### config.mk
export PLATFORM = sky130hd
export DESIGN_NAME = branch_predict_resolve_flat
export DESIGN_NICKNAME = d
export VERILOG_FILES = /design/src/rtl/bp_pkg.sv /design/src/rtl/branch_predict_resolve_if.sv /design/src/rtl/bp_counter_table.sv /design/src/rtl/branch_predict_resolve.sv /design/src/flat_wrapper.sv
export SDC_FILE = /design/constraint.sdc
export NUM_CORES = 1
export LEC_CHECK = 0
export CORE_ASPECT_RATIO = 1.25
export CORE_MARGIN = 1
export CORE_UTILIZATION = 30
export DETAILED_ROUTE_END_ITERATION = 10
export DONT_BUFFER_PORTS = 1
export GPL_TIMING_DRIVEN = 0
export PLACE_DENSITY_LB_ADDON = 0.08
export SYNTH_ARGS = -nofsm -noshare
export SYNTH_HDL_FRONTEND = slang
export SYNTH_SLANG_ARGS = --single-unit
### constraint.sdc
create_clock -name clk -period 2.72 [get_ports clk]
set_clock_uncertainty 0.05 [all_clocks]
set_input_delay 0.272 -clock clk [delete_from_list [all_inputs] [get_ports clk]]
set_output_delay 0.272 -clock clk [all_outputs]
set_load 0.01 [all_outputs]
### src/rtl/bp_pkg.sv
// bp_pkg
// Shared types and helpers for the branch direction predictor.
//   ctr_t      : 2-bit saturating direction counter (MSB = predict taken)
//   CTR_RESET  : reset value of every counter (weakly not-taken)
//   ctrUpdate  : saturating train of one counter toward the actual outcome
//   redirect_t : registered mispredict redirect {valid, pc}
package bp_pkg;

   typedef logic [1:0] ctr_t;

   localparam ctr_t CTR_RESET = 2'b01;

   typedef struct packed {
      logic        valid;
      logic [31:0] pc;
   } redirect_t;

   // Move the counter one step toward the outcome, sticking at the rails.
   function automatic ctr_t ctrUpdate(input ctr_t c, input logic taken);
      if (taken) begin
         return (c == 2'b11) ? c : c + 2'd1;
      end else begin
         return (c == 2'b00) ? c : c - 2'd1;
      end
   endfunction

endpackage

### src/rtl/branch_predict_resolve_if.sv
// branch_predict_resolve_if
// Bundles the fetch-side lookup, the EX-side resolve and the redirect
// outputs of the predictor.
//   master : pipeline side (drives q_*, ex_* requests; receives predictions)
//   slave  : predictor side
// Parameter IDX_W must equal log2 of the predictor's table depth.
interface branch_predict_resolve_if #(
   parameter int IDX_W = 6
);
   // Fetch lookup
   logic             q_valid;
   logic             q_stall;
   logic [31:0]      q_pc;
   logic             q_pred_taken;
   logic [IDX_W-1:0] q_idx;
   // EX resolve
   logic             ex_valid;
   logic             ex_is_branch;
   logic             ex_taken;
   logic             ex_pred_taken;
   logic [IDX_W-1:0] ex_idx;
   logic [31:0]      ex_pc;
   logic [31:0]      ex_target;
   // Redirect
   logic             redirect_valid;
   logic [31:0]      redirect_pc;
   logic             flush;

   modport master (
      output q_valid, q_stall, q_pc,
      output ex_valid, ex_is_branch, ex_taken, ex_pred_taken, ex_idx, ex_pc, ex_target,
      input  q_pred_taken, q_idx, redirect_valid, redirect_pc, flush
   );

   modport slave (
      input  q_valid, q_stall, q_pc,
      input  ex_valid, ex_is_branch, ex_taken, ex_pred_taken, ex_idx, ex_pc, ex_target,
      output q_pred_taken, q_idx, redirect_valid, redirect_pc, flush
   );
endinterface

### src/rtl/bp_counter_table.sv
// bp_counter_table
// Table of 2-bit saturating counters with one training write port and one
// combinational read port. A read of the index being written this cycle
// returns the post-update MSB, so a lookup never sees a stale counter.
//   clk, rst_n : clock, asynchronous active-low reset (all counters -> 01)
//   wrEn       : train entry wrIdx toward direction wrDir at this edge
//   rdIdx      : lookup index
//   rdMsb      : predicted direction for rdIdx (bypassed)
module bp_counter_table
   import bp_pkg::*;
#(
   parameter int ENTRIES = 64,
   parameter int IDX_W   = 6
) (
   input  logic             clk,
   input  logic             rst_n,
   input  logic             wrEn,
   input  logic [IDX_W-1:0] wrIdx,
   input  logic             wrDir,
   input  logic [IDX_W-1:0] rdIdx,
   output logic             rdMsb
);

   ctr_t ctrMem [ENTRIES];
   ctr_t rdCtr;
   ctr_t rdNext;

   // Counters need a defined reset value, so the table is register-based.
   always_ff @(posedge clk or negedge rst_n) begin
      if (!rst_n) begin
         for (int i = 0; i < ENTRIES; i++) begin
            ctrMem[i] <= CTR_RESET;
         end
      end else if (wrEn) begin
         ctrMem[wrIdx] <= ctrUpdate(ctrMem[wrIdx], wrDir);
      end
   end

   always_comb begin
      rdCtr  = ctrMem[rdIdx];
      rdNext = ctrUpdate(rdCtr, wrDir);
      rdMsb  = (wrEn && (wrIdx == rdIdx)) ? rdNext[1] : rdCtr[1];
   end

endmodule

### src/rtl/branch_predict_resolve.sv
// branch_predict_resolve
// Dynamic branch direction predictor and resolution unit. Looks up a 2-bit
// counter from the fetch PC and registers the prediction for ID; trains the
// table from EX outcomes one cycle after resolve and raises a one-cycle
// redirect/flush on a direction mispredict.
//   clk, rst_n : clock, asynchronous active-low reset
//   bp         : slave side of branch_predict_resolve_if (lookup, resolve,
//                redirect_valid / redirect_pc / flush)
// Optional feature: define BP_GSHARE_EN to XOR the lookup index with an
// IDX_W-bit global history of resolved branch outcomes.
module branch_predict_resolve
   import bp_pkg::*;
#(
   parameter int  BHT_ENTRIES = 64,
   localparam int IDX_W       = $clog2(BHT_ENTRIES)
) (
   input  logic                      clk,
   input  logic                      rst_n,
   branch_predict_resolve_if.slave   bp
);

   logic             resolve;
   logic             mispredict;
   logic [IDX_W-1:0] lookupIdx;
   logic             lookupMsb;

   logic             pendValid;
   logic [IDX_W-1:0] pendIdx;
   logic             pendDir;

   logic             qPredReg;
   logic [IDX_W-1:0] qIdxReg;
   redirect_t        redirectReg;

   assign resolve    = bp.ex_valid && bp.ex_is_branch;
   assign mispredict = bp.ex_taken != bp.ex_pred_taken;

`ifdef BP_GSHARE_EN
   // History is non-speculative: it only advances on resolved branches.
   logic [IDX_W-1:0] ghr;

   always_ff @(posedge clk or negedge rst_n) begin
      if (!rst_n) begin
         ghr <= '0;
      end else if (resolve) begin
         ghr <= {ghr[IDX_W-2:0], bp.ex_taken};
      end
   end

   assign lookupIdx = bp.q_pc[IDX_W+1:2] ^ ghr;
`else
   assign lookupIdx = bp.q_pc[IDX_W+1:2];
`endif

   bp_counter_table #(
      .ENTRIES (BHT_ENTRIES),
      .IDX_W   (IDX_W)
   ) uTable (
      .clk   (clk),
      .rst_n (rst_n),
      .wrEn  (pendValid),
      .wrIdx (pendIdx),
      .wrDir (pendDir),
      .rdIdx (lookupIdx),
      .rdMsb (lookupMsb)
   );

   // Lookup registers: stall holds both; an idle slot clears the prediction
   // but keeps the last index.
   always_ff @(posedge clk or negedge rst_n) begin
      if (!rst_n) begin
         qPredReg <= 1'b0;
         qIdxReg  <= '0;
      end else if (!bp.q_stall) begin
         if (bp.q_valid) begin
            qPredReg <= lookupMsb;
            qIdxReg  <= lookupIdx;
         end else begin
            qPredReg <= 1'b0;
         end
      end
   end

   // Training is deferred one cycle; the table bypass covers the gap.
   always_ff @(posedge clk or negedge rst_n) begin
      if (!rst_n) begin
         pendValid <= 1'b0;
         pendIdx   <= '0;
         pendDir   <= 1'b0;
      end else begin
         pendValid <= resolve;
         if (resolve) begin
            pendIdx <= bp.ex_idx;
            pendDir <= bp.ex_taken;
         end
      end
   end

   always_ff @(posedge clk or negedge rst_n) begin
      if (!rst_n) begin
         redirectReg <= '0;
      end else begin
         redirectReg.valid <= resolve && mispredict;
         if (resolve && mispredict) begin
            redirectReg.pc <= bp.ex_taken ? bp.ex_target : bp.ex_pc + 32'd4;
         end
      end
   end

   assign bp.q_pred_taken   = qPredReg;
   assign bp.q_idx          = qIdxReg;
   assign bp.redirect_valid = redirectReg.valid;
   assign bp.redirect_pc    = redirectReg.pc;
   assign bp.flush          = redirectReg.valid;

endmodule

### src/flat_wrapper.sv
// flat-port wrapper written by rule: the top's interface ports become plain ports
module branch_predict_resolve_flat import bp_pkg::*;
#(
   parameter int  BHT_ENTRIES = 64,
   localparam int IDX_W       = $clog2(BHT_ENTRIES)
)
  (clk, rst_n, bp_q_valid, bp_q_stall, bp_q_pc, bp_ex_valid, bp_ex_is_branch, bp_ex_taken, bp_ex_pred_taken, bp_ex_idx, bp_ex_pc, bp_ex_target, bp_q_pred_taken, bp_q_idx, bp_redirect_valid, bp_redirect_pc, bp_flush);
  branch_predict_resolve_if #(.IDX_W((6))) bp_i ();
  input  logic clk;
  input  logic rst_n;
  input wire logic [$bits(bp_i.q_valid)-1:0] bp_q_valid;
  input wire logic [$bits(bp_i.q_stall)-1:0] bp_q_stall;
  input wire logic [$bits(bp_i.q_pc)-1:0] bp_q_pc;
  input wire logic [$bits(bp_i.ex_valid)-1:0] bp_ex_valid;
  input wire logic [$bits(bp_i.ex_is_branch)-1:0] bp_ex_is_branch;
  input wire logic [$bits(bp_i.ex_taken)-1:0] bp_ex_taken;
  input wire logic [$bits(bp_i.ex_pred_taken)-1:0] bp_ex_pred_taken;
  input wire logic [$bits(bp_i.ex_idx)-1:0] bp_ex_idx;
  input wire logic [$bits(bp_i.ex_pc)-1:0] bp_ex_pc;
  input wire logic [$bits(bp_i.ex_target)-1:0] bp_ex_target;
  output wire logic [$bits(bp_i.q_pred_taken)-1:0] bp_q_pred_taken;
  output wire logic [$bits(bp_i.q_idx)-1:0] bp_q_idx;
  output wire logic [$bits(bp_i.redirect_valid)-1:0] bp_redirect_valid;
  output wire logic [$bits(bp_i.redirect_pc)-1:0] bp_redirect_pc;
  output wire logic [$bits(bp_i.flush)-1:0] bp_flush;
  assign bp_i.q_valid = bp_q_valid;
  assign bp_i.q_stall = bp_q_stall;
  assign bp_i.q_pc = bp_q_pc;
  assign bp_i.ex_valid = bp_ex_valid;
  assign bp_i.ex_is_branch = bp_ex_is_branch;
  assign bp_i.ex_taken = bp_ex_taken;
  assign bp_i.ex_pred_taken = bp_ex_pred_taken;
  assign bp_i.ex_idx = bp_ex_idx;
  assign bp_i.ex_pc = bp_ex_pc;
  assign bp_i.ex_target = bp_ex_target;
  assign bp_q_pred_taken = bp_i.q_pred_taken;
  assign bp_q_idx = bp_i.q_idx;
  assign bp_redirect_valid = bp_i.redirect_valid;
  assign bp_redirect_pc = bp_i.redirect_pc;
  assign bp_flush = bp_i.flush;
  branch_predict_resolve #(.BHT_ENTRIES(BHT_ENTRIES)) u_core (.clk(clk), .rst_n(rst_n), .bp(bp_i));
endmodule
Yosys cells after proc, flatten, opt, wreduce, memory -nomap -nowiden
Index checks and enable logic that the tools add are counted.
{"block": "classes", "addsub": 5, "magnitude_cmp": 3, "n_eq_ne": 4, "muxes": 19, "bitwise": 3, "reduce_logical": 7}
{"op": "$bwmux 128", "count": 1}
{"op": "$add 32x3->32 const B", "count": 1}
{"op": "$mux 32", "count": 1}
{"op": "$bmux 2 s6", "count": 2}
{"op": "$mux 2", "count": 12}
{"op": "$ge 7x7->1 const B", "count": 2}
{"op": "$not 6->7", "count": 2}
{"op": "$demux 2 s6", "count": 1}
{"op": "$lt 7x1->1 const B", "count": 1}
{"op": "$eq 6x6->1", "count": 1}
{"op": "$add 2x1->2 const B", "count": 2}
{"op": "$eq 2x2->1 const B", "count": 2}
{"op": "$logic_and 1x1->1", "count": 4}
{"op": "$logic_not 2->1", "count": 2}
{"op": "$sub 2x1->2 const B", "count": 2}
{"op": "$mux 1", "count": 2}
{"op": "$reduce_and 2->1", "count": 1}
{"op": "$ne 1x1->1", "count": 1}
{"op": "$not 1->1", "count": 1}
{"block": "word_totals", "ff_bits": 176, "wordCells": 112}

Longest topological paths before layout
{"block": "depth", "ltp_word": 9, "ltp_mapped": 12}

Modules after synthesis
From an unflattened synthesis, not the netlist that was laid out.
{"block": "unflattened", "cells_unflattened": 1088, "area_unflattened_um2": 10918.0}
{"mod": "bp_counter_table", "instances": 1, "cells_each": 815, "area_per_inst_um2": 8353.0}
{"mod": "branch_predict_resolve", "instances": 1, "cells_each": 273, "area_per_inst_um2": 2565.0}

Least setup slack after synthesis
OpenSTA, ideal clock, no wires.
{"block": "synth_path", "path_kind": "flip-flop to flip-flop", "start": "register u_core.pendIdx[0]", "end": "register u_core.uTable.ctrMem[110] in the netlist's numbering", "setup_ns": 0.082, "arrival_ns": 2.514, "t_required_ns": 2.588, "setup_slack_ns": 0.074, "stages_incl_launch_ff": 12, "path_buffers": 4, "synth_period_minus_slack_ns": 2.646, "cell_sequence": "dfrtp_1 buf_6 buf_12 buf_8 and2_4 a221oi_2 o22ai_1 a2111oi_2 nand3_1 maj3_2 buf_6 mux2_2"}
{"block": "synth_via", "elab_chain_cells": 9}
{"element": "start: declaration", "line_no": "branch_predict_resolve.sv:28", "rtl": "logic [IDX_W-1:0] pendIdx;"}
{"element": "start signal: assignment", "line_no": "branch_predict_resolve.sv:93", "rtl": "pendIdx <= bp.ex_idx;"}
{"element": "$not 6->7 (implied by the code) (*)", "line_no": "bp_counter_table.sv:35", "rtl": "ctrMem[wrIdx] <= ctrUpdate(ctrMem[wrIdx], wrDir);"}
{"element": "$bmux 2 s6", "line_no": "bp_counter_table.sv:35"}
{"element": "$mux 2 (implied by the code) (2 in series)", "line_no": "bp_counter_table.sv:35"}
{"element": "$sub 2x1->2, or another cell as far along", "line_no": "bp_pkg.sv:23", "rtl": "return (c == 2'b00) ? c : c - 2'd1;"}
{"element": "$mux 2, on equally long branches", "line_no": "bp_pkg.sv:23, bp_pkg.sv:21"}
{"element": "$mux 2", "line_no": "bp_pkg.sv:20", "rtl": "if (taken) begin"}
{"element": "$mux 2", "line_no": "bp_counter_table.sv:34", "rtl": "end else if (wrEn) begin"}
{"element": "$bwmux 128 (*)", "line_no": "bp_counter_table.sv:35"}
{"element": "end signal: indexed assignment", "line_no": "bp_counter_table.sv:35"}
{"element": "end: declaration", "line_no": "bp_counter_table.sv:24", "rtl": "ctr_t ctrMem [ENTRIES];"}
Every way passes the cells marked *; elsewhere a longest branch is shown, timed or not. The select of a mux whose other input is x is not followed.
A chain may end at the register's enable or synchronous reset.

Final worst setup path
{"block": "layout_path", "start": "register u_core.pendIdx[0]", "end": "register u_core.uTable.ctrMem[51] in the netlist's numbering"}
The elaborated chain is that of the path after synthesis.

==> results.md <==
Power:
- The internal portion of the total power is roughly 6000 µW.
- The part of the power in the clock network is between 20% and 30%.
- The peak ir drop on the vdd network is around 480 µV.
- Of the total power, combinational logic draws between 20 and 30%.
- The reported net switching power is 3100 µW.
- In this run the static leakage power is between 0.004 and 0.005 µW.
- Net switching is 34.2% of the power.
- The power share of the sequential group is 43.0%.
- The power density over the cells is around 730 nW/µm².

Critical path:
- The cell family contributing the most delay on the critical path is buffers and inverters.
- Together, buffers and inverters on the worst path number 6.
- Walking the worst path, the cells encountered are buf_6 -> buf_12 -> buf_4 -> mux4_2 -> a22oi_1 -> o211ai_1 -> nor2_1 -> and4bb_2 -> maj3_2 -> buf_8 -> buf_4 -> buf_12 -> a21oi_1.
- The required time reported for the critical path endpoint is about 3000 ps.
- The kind of start point of the critical path is a register.
- Along the worst path, the maximum fanout reaches 6.
- Data on the critical path arrives at its endpoint at approximately 3300 ps.
- On the worst path, the slowest cell contributes a delay of 520 ps.
- The critical-path cell with the highest stage delay is sky130_fd_sc_hd__mux4_2.
- The critical path class is register to register.
- The category of the worst setup path capture point is a register.

Global routing:
- The first global-routing pass estimated 57000 µm of wire.
- The number of antenna violations at the first check in global routing came to 0.
- Entering global routing, the biggest net connects around 180 pins.
- The remaining global-route overflow is 0.
- The number of global-route vias before repair is around 8500.
- The total global-route track usage is between 20 and 25%.

Timing:
- The max-slew violation total from the final report came to 0.
- For the pin with the worst max-slew slack, the measured transition is 934 ps.
- Hold timing on the final database bottoms out at a slack of -548 ps.
- Setup repair after global routing could not meet its margin everywhere.
- The maximum clock frequency is 327 MHz.
- The time the final worst path needs with I/O delays and setup is between 3000 and 4000 ps.
- The post-layout worst setup margin is -338 ps.
- The total count of hold-check failures in the final report came to between 150 and 200.
- Of the available clock period, the critical path in the final layout requires 112%.
- After routing, the total negative slack on setup checks comes to -31110 ps.
- The count of final setup violators is approximately 130.
- The worst slew margin relative to its limit is a little under two fifths.

Die:
- The overall die height is about 210 µm.
- The floorplan row count is between 70 and 80.
- The total core area is 33000 µm².
- The die boundary width is ~170 µm.
- Pin placement for this block handled approximately 150 I/O pins.
- The starting utilization of the core area is between 30% and 40%.
- The die covers 34500 µm².

Synthesis:
- The synthesized-area fraction occupied by and/or/nand/nor cells is 14.7%.
- The xor-xnor portion of the synthesized cell area is about 2.8%.
- The total of flip-flops plus latches after synthesis is 176.
- Summing the areas of all compound-gate instances in the mapped netlist gives approximately an eighth of the synthesized area.
- After technology mapping, the gate count stands at about 970.
- The main combinational cell family by area after synthesis is multiplexers.
- The most used flip-flop cell after synthesis is sky130_fd_sc_hd__dfrtp_1.
- Counting every net in the synthesized netlist gives about 1100.
- The total number of yosys warnings is 0.
- In this run the mean area of a mapped cell was about 10 µm².
- The post-synthesis mux area share is between 20% and 30%.
- Sequential cells were found to cover 44.3% of the synthesized design area.
- The summed instance area of the synthesized netlist is 10100 µm².
- The number of flops mapped to enable cells by yosys is 0.
- The post-synthesis adder-cell area fraction is less than 1%.
- After synthesis, the netlist uses 67 different library cells.
- After synthesis, the share of flip-flops with an asynchronous set or reset is between 90% and 100%.

Clock tree:
- The number of H-tree branching levels is 4.
- In this run, post-CTS hold repair placed 43 buffers.
- The maximum clock insertion buffer count is 2.
- The TritonCTS clock tree is built.
- The TritonCTS buffer count is 17.
- The clock insertion delay at the later pin of the skew report is ~470 ps.
- The clock-pin transition on the worst setup and hold timing paths is ~80 ps.
- In this run the clock root is driven by a sky130_fd_sc_hd__clkbuf_16.
- The total clock sinks is around 180.

Final layout:
- The area added between synthesis and finish is 22.4%.
- The utilization of the core after routing is 37.6%.
- Once layout is done, the placed cells without fillers occupy around 12000 µm².
- The number of antenna diodes is 0.
- The post-route netlist has 31.4% of its cells at a drive strength greater than 1.
- At the end of the flow, the number of nets in the layout was 1165.
- Leaving out filler cells and counting taps, the final layout contains between 1000 and 1500.

Job:
- The tool flagged a number of max-cap violations equal to 0.

Detailed routing:
- After detailed routing, the average wire length per cell comes to ~26 µm.
- The detail route stage leaves a number of antenna-violating nets equal to 0.
- After detailed routing, the number of vias per cell comes to ~5.5.
- Wires add up to about 38000 µm.
- After detailed routing, the number of remaining DRC violations is 2.
- The routed via count is between 8000 and 9000.
- The first detailed-routing pass ran for 9 iterations.
- In this run, the number of DRC markers left after iteration 0 of detailed routing was about 510.

Place:
- The post-detailed-placement half-perimeter wirelength is around 27000 µm.
- After detailed placement, the total cell area comes to about 11000 µm².
- The count of buffers added on input and output ports is 0.
- At the end of routability-driven placement, the weighted congestion stood at around 0.9.
- Including well taps, the total number of placed cells is roughly 1400.

Outcome:
- The run finished, with violations left.
- The final reports fail on design-rule violations, negative hold slack, negative setup slack.

Worst hold path:
- The tightest min-delay check is of the primary input to async pin type.
[routing by layer]
layer | routed length [µm] | global-route usage (%) | vias up
li1 | - | - | 3688
met1 | 15000 | 26.7 | 4133
met2 | 19100 | 39.1 | 336
met3 | 2430 | 4.90 | 76
met4 | 1480 | 10.1 | 0
met5 | 0 | 0 | -
[cell families after synthesis]
| group | Yosys count |
|---|---|
| muxes | 150 |
| DFF | 176 |
| xor gates and xnor gates | 32 |
| buffers and inverters | 75 |
| AOI/OAI and AO/OA | 199 |
| adders and majority gates | 3 |
| and+or+nand+nor | 337 |
[metrics by stage]
step                worst slack (ps)  total power, µW
floorplan                       73.8             5210
global placement                -877             6020
detailed placement              -848             6050
CTS                             -278             9040
global route                    -356             9450
finish                          -338             9060
[layout make-up]
type / instances / area, µm²
Fill cell: 3296 / 20600
Multi-Input combinational cell: 721 / 5480
Sequential cell: 176 / 4480
Timing Repair Buffer: 68 / 811
Tap cell: 418 / 523
Buffer: 60 / 493
Clock buffer: 17 / 425
Clock inverter: 15 / 148
Inverter: 10 / 42.5
[flip-flops by register name, indices dropped and copies added, names as in the netlist]
name                    flops
u_core.pendValid            1
u_core.bp.redirect_pc      32
u_core.bp.q_pred_taken      1
u_core.pendIdx              6
u_core.uTable.ctrMem      128
u_core.bp.flush             1
u_core.bp.q_idx             6
u_core.pendDir              1
[cell usage after synthesis, drive strengths merged, types with 10 or more instances]
cell | count | share of area, %
a22oi | 11 | 0.82
nor2 | 109 | 4.0
nand3 | 20 | 0.99
dfrtp | 112 | 28
nor3 | 10 | 0.49
dfstp | 64 | 17
buf | 40 | 2.7
o21ai | 72 | 3.6
xnor2 | 20 | 1.7
a221oi | 13 | 1.2
a21oi | 69 | 3.4
mux2i | 25 | 2.5
xor2 | 12 | 1.0
mux4 | 43 | 9.6
mux2 | 82 | 9.9
clkbuf | 25 | 0.93
nand2 | 134 | 5.0
[cell usage in the layout, fill, tap and decap left out, types with 4 or more instances in the layout]
master                          Yosys  final
sky130_fd_sc_hd__nand2_1          134    131
sky130_fd_sc_hd__dfrtp_1          112    112
sky130_fd_sc_hd__nor2_1           109    106
sky130_fd_sc_hd__a21oi_1           69     68
sky130_fd_sc_hd__o21ai_0           72     66
sky130_fd_sc_hd__dfstp_2           64     64
sky130_fd_sc_hd__mux2_2            58     58
sky130_fd_sc_hd__mux4_2            43     43
sky130_fd_sc_hd__dlygate4sd3_1      0     43
sky130_fd_sc_hd__mux2i_1           25     25
sky130_fd_sc_hd__mux2_4            22     22
sky130_fd_sc_hd__xnor2_1           20     20
sky130_fd_sc_hd__clkbuf_16          0     19
sky130_fd_sc_hd__nand3_1           20     17
sky130_fd_sc_hd__clkbuf_1          25     16
sky130_fd_sc_hd__buf_4              1     15
sky130_fd_sc_hd__buf_8              1     13
sky130_fd_sc_hd__xor2_1            12     12
sky130_fd_sc_hd__a22oi_1           11     10
sky130_fd_sc_hd__nor4_1             9      9
sky130_fd_sc_hd__buf_6              9      9
sky130_fd_sc_hd__inv_1              7      7
sky130_fd_sc_hd__nand4_1            7      7
sky130_fd_sc_hd__and3_1             8      7
sky130_fd_sc_hd__nor3_1            10      7
sky130_fd_sc_hd__buf_2             20      7
sky130_fd_sc_hd__buf_12             1      7
sky130_fd_sc_hd__a221oi_2           2      7
sky130_fd_sc_hd__nand2b_1           6      6
sky130_fd_sc_hd__buf_1              8      6
sky130_fd_sc_hd__o21ai_1            0      6
sky130_fd_sc_hd__inv_6              0      6
sky130_fd_sc_hd__nor2b_2            0      5
sky130_fd_sc_hd__a221oi_1          11      5
sky130_fd_sc_hd__clkbuf_2           0      4
sky130_fd_sc_hd__a22o_1             4      4
sky130_fd_sc_hd__a221o_1            4      4
[power groups by stage]
| stage | clock [µW] | sequential [µW] | combinational [µW] |
|---|---|---|---|
| after detailed placement | 0 | 3920 | 2140 |
| after floorplan | 0 | 3680 | 1540 |
| after global placement | 0 | 3910 | 2110 |
| after CTS | 2580 | 3890 | 2570 |
| after global routing | 2640 | 3970 | 2840 |
| final | 2500 | 3890 | 2670 |
[what timing repair did]
item,in CTS,in global routing
gates resized for setup,101,18
endpoints found under the setup margin,129,129
gates cloned,4,2
pin swaps,5,9
endpoints found under the hold margin,217,176
buffers inserted,17,1
[final timing paths]
kind	start	endpoint	slack (ps)	depth (start not counted)
worst min-delay path	rst_n	u_core.uTable.ctrMem[87]	-550	0
min in group clk	bp_ex_pc[20]	u_core.bp.redirect_pc[20]	40	3
worst max-delay path	u_core.pendIdx[0]	u_core.uTable.ctrMem[51]	-340	13
max in group asynchronous	rst_n	u_core.uTable.ctrMem[106]	2770	0
worst min register to register	u_core.uTable.ctrMem[1]	u_core.uTable.ctrMem[1]	460	2
worst max register to register	u_core.pendIdx[0]	u_core.uTable.ctrMem[51]	-340	13
Note: power is estimated with default switching activity, not from simulation.
